File: src/rtl/hangman_pkg.sv
// Shared types and constants for the hangman guess checker.
package hangman_pkg;

    localparam int unsigned WORD_LEN     = 5;
    localparam int unsigned MAX_MISTAKES = 6;
    localparam int unsigned LETTER_W     = 8;
    localparam int unsigned ALPHA_N      = 26;

    localparam logic [LETTER_W-1:0] ASCII_A = 8'h41;
    localparam logic [LETTER_W-1:0] ASCII_Z = 8'h5A;

    typedef enum logic [2:0] {
        IDLE,
        WAIT_GUESS,
        SCAN,
        WON,
        LOST
    } state_e;

    // True for an uppercase ASCII letter.
    function automatic logic is_upper(input logic [LETTER_W-1:0] c);
        return (c >= ASCII_A) && (c <= ASCII_Z);
    endfunction

endpackage

File: src/rtl/letter_decode.sv
// ASCII uppercase letter to 26-bit one-hot; non-letters decode to zero.
module letter_decode
    import hangman_pkg::*;
(
    input  logic [LETTER_W-1:0] ascii,
    output logic [ALPHA_N-1:0]  onehot_c
);
    always_comb begin
        onehot_c = '0;
        if (is_upper(ascii)) begin
            onehot_c = ALPHA_N'(1) << 5'(ascii - ASCII_A);
        end
    end
endmodule

File: config.mk
export PLATFORM = sky130hd
export DESIGN_NAME = letter_decode
export DESIGN_NICKNAME = d
export VERILOG_FILES = /design/src/rtl/hangman_pkg.sv /design/src/rtl/letter_decode.sv
export SDC_FILE = /design/constraint.sdc
export NUM_CORES = 1
export LEC_CHECK = 0
export BUFFER_PORTS_ARGS = -buffer_cell sky130_fd_sc_hd__buf_2
export CORE_AREA = 10 10 47 49
export DETAILED_ROUTE_END_ITERATION = 6
export DIE_AREA = 0 0 57 59
export GPL_TIMING_DRIVEN = 0
export PLACE_DENSITY = 0.62
export SETUP_SLACK_MARGIN = 0.5
export SLEW_MARGIN = 25
export SYNTH_ARGS = -nofsm -noshare
export SYNTH_HDL_FRONTEND = slang
export SYNTH_SLANG_ARGS = --single-unit
File: constraint.sdc
create_clock -name vclk -period 1.8
set_clock_uncertainty 0.1 [all_clocks]
set_input_delay 0.18 -clock vclk [all_inputs]
set_output_delay 0.18 -clock vclk [all_outputs]
set_load 0.01 [all_outputs]
==> results.md <==
- Remaining antenna violation count: 0
- Power Internal: between 0.06 and 0.07 mW
- Peak supply drop: 94.41 uV
- Floorplan die area: roughly 3400 um^2
- Crit end category: primary output
- Levels on crit path: 6
- Headroom to the max-slew limit: 0.7875
- FF+latch count: 0
- Area Overhead vs Synth: 96.35%
- Detailed-placement wirelength estimate: between 1000 and 1500 um
- XOR/XNOR Fraction of Synth Area: 0
- Worst-case hold path end point: onehot_c[24]
- Sort of element at the start of the critical path: primary input
- Clock buf count: 0
- Net switching share of the total power: 0.5011
- Initial core utilization: 0.2687
- Critical Path Fanout Max: 6
- Number of cells traversed by the worst hold path: 4
- Sequential cell area fraction in the yosys report: 0
- Total power per unit cell area: between 150 and 200 nW/um^2
- Quantity of I/O buffers inserted on ports: 34
- Via count: 579
- DR pass1 iterations: 4
- Required time of the critical path: 1520 ps
- Mux cell area share after synthesis: 0.1794
- Max-Cap Viols: 0
- Wire length of the first global-routing pass: 2463 um
- Crit path max-delay family: simple AND/OR/NAND/NOR gates
- Outcome: finished, final reports clean
- Crit path arrival time: between 1000 and 1500 ps
- Synth Area in Compound Gates: 0.06645
- Share of power burned in the clock network: 0
- Synthesized instance count: 59
- Average wire length per cell after detail routing: approximately 14 um
- Layout cells sized above 1: 0.6436
- Simple-Gate Fraction of Synth Area: 0.6213
- Number of pins with negative max-slew slack in the final report: 0
- Transition at the pin with the smallest max-transition slack: 312.0 ps
- Number of global-route vias before repair: 539
- Final setup violating endpoints: 0
- Cell type of the slowest stage on the worst timing path: or3_4
- WS Path Type: primary input to primary output
- CP peak stage delay: approximately 370 ps
- Number of buffers and inverters on the critical path: 3
- GRT overflow: 0
- Yosys Warn Count: 0
- Leakage power summed over all cells: 0.3507 nW
- Antenna violations before repair: 0
- Sw power: 0.06109 mW
- Routed Wire Length: roughly 1600 um
- Core area: between 1000 and 1500 um^2
- Final Hold Slack: about 630 ps
- DRC viols: 0
- Maximum clock rate: approximately 630 MHz
- CP startpoint: ascii[2]
- Type of the most critical hold path: primary input to primary output
- Top-level port count: 34
- Unrepaired setup endpoints after global routing: true
- Hold Vio Cnt, Final: 0
- Critical-path cell list: buf_8, or3_4, buf_6, mux2i_4, nor2_2, buf_2
- Reg area: 0 um^2
- Post-synthesis share of cell area spent on full adders, half adders and majority gates: 0.06645
- Tmin final: between 1500 and 2000 ps
- Post-Route Setup TNS: 0 ps
- Global Route Usage Sum: 0.08276
- Maximum number of pins on one net before global-route repair: 11
- Distinct cell type count of the synthesized netlist: 20
- Power share of the sequential group: 0
- Horizontal die dimension: 57 um
- Die height: approximately 59 um
- Number of DRC markers in iteration 0: 11
- Syn Std Cell Area: 376.6 um^2
- Largest family of logic cells by synthesized area: simple AND/OR/NAND/NOR gates
- Net count after synthesis: 69
- Comb power frac: 1.000
- Number of antenna diodes: 0
- Min-delay src: ascii[1]
- Crit share post-route: 0.8834
- # nets final: roughly 110
- Mean cell area of the mapped netlist: approximately 6.4 um^2
- Final weighted congestion of routability-driven global placement: approximately 0.80
- Ratio of routed vias to standard cells: 4.949
- Row count: 14
## per-layer routing
metal / global-route usage / wire, um / vias up
met5: 0 / 0 / -
met3: 0.01502 / 84 / 0
met4: 0.003356 / 0 / 0
li1: - / - / 292
met2: 0.1860 / 970 / 14
met1: 0.07547 / 536 / 273
## cells in the mapped netlist, drive strengths merged (2+ instances only)
library cell,instances,share of area
a21oi,2,0.027
o211ai,2,0.040
nor2,24,0.24
nor3b,2,0.053
ha,2,0.066
nor2b,4,0.066
nand4,4,0.066
buf,3,0.056
mux2i,3,0.18
nand2b,2,0.033
nor3,2,0.027
nand4b,2,0.047
nand3,2,0.027
## repair_timing
| action | CTS | global route |
|---|---|---|
| setup buffers | 5 | 3 |
| pin swaps | 11 | 9 |
| hold buffers | 0 | 0 |
| setup endpoints to repair | 26 | 26 |
| resized for setup | 13 | 6 |
## cell families after synthesis
logic type | Yosys count
and+or+nand+nor | 46
buffers and inverters | 4
adders and majority gates | 2
muxes | 3
AOI/OAI and AO/OA | 4
## worst max path at each step
stage / endpoint / slack [ps]
2_1_floorplan: onehot_c[11] / 430
3_3_place_gp: onehot_c[22] / 130
3_5_place_dp: onehot_c[22] / 120
4_1_cts: onehot_c[19] / 200
5_1_grt: onehot_c[14] / 160
6_report: onehot_c[22] / 210
## power by group through the flow
stage	registers, mW	logic [mW]	clock network, mW
3_3_place_gp	0	0.0811	0
3_5_place_dp	0	0.0815	0
6_report	0	0.122	0
4_1_cts	0	0.105	0
5_1_grt	0	0.129	0
2_1_floorplan	0	0.0569	0
## cell usage in the layout, fill, tap and decap left out, types with 2 or more instances in the layout
| cell | count |
|---|---|
| mux2i_4 | 3 |
| nand4_1 | 4 |
| o211ai_1 | 2 |
| nor2b_1 | 2 |
| buf_4 | 7 |
| nor3_1 | 2 |
| nand4b_1 | 2 |
| buf_2 | 33 |
| nor2b_2 | 2 |
| nor2_2 | 8 |
| buf_6 | 3 |
| nor2_1 | 15 |
| nand2b_1 | 2 |
## tightest hold or removal path, cell delays in order
cell and delay, ps:
buf_12 80, buf_4 120, nor3b_2 40, buf_2 130
## area by class of cell
class                      instances  area (um^2)
inverter                           1        3.754
buffer                             3        21.27
timing repair buffer              42        265.3
multi-input combinational         55        429.2
tap                               16        20.02
fill                             145        661.9
## stage by stage
step	area (um^2)	util	setup slack, ps	std cells	total power [mW]
global route	739.5	0.5277	160.2	117	0.1291
CTS	693.2	0.4946	199.8	114	0.1051
detailed placement	594.3	0.4241	117.9	109	0.08152
finish	739.5	0.5277	209.9	117	0.1219
global placement	594.3	0.4241	132.5	109	0.08113
floorplan	404.1	-	433.3	59	0.05692
Note: power is estimated with default switching activity, not from simulation.
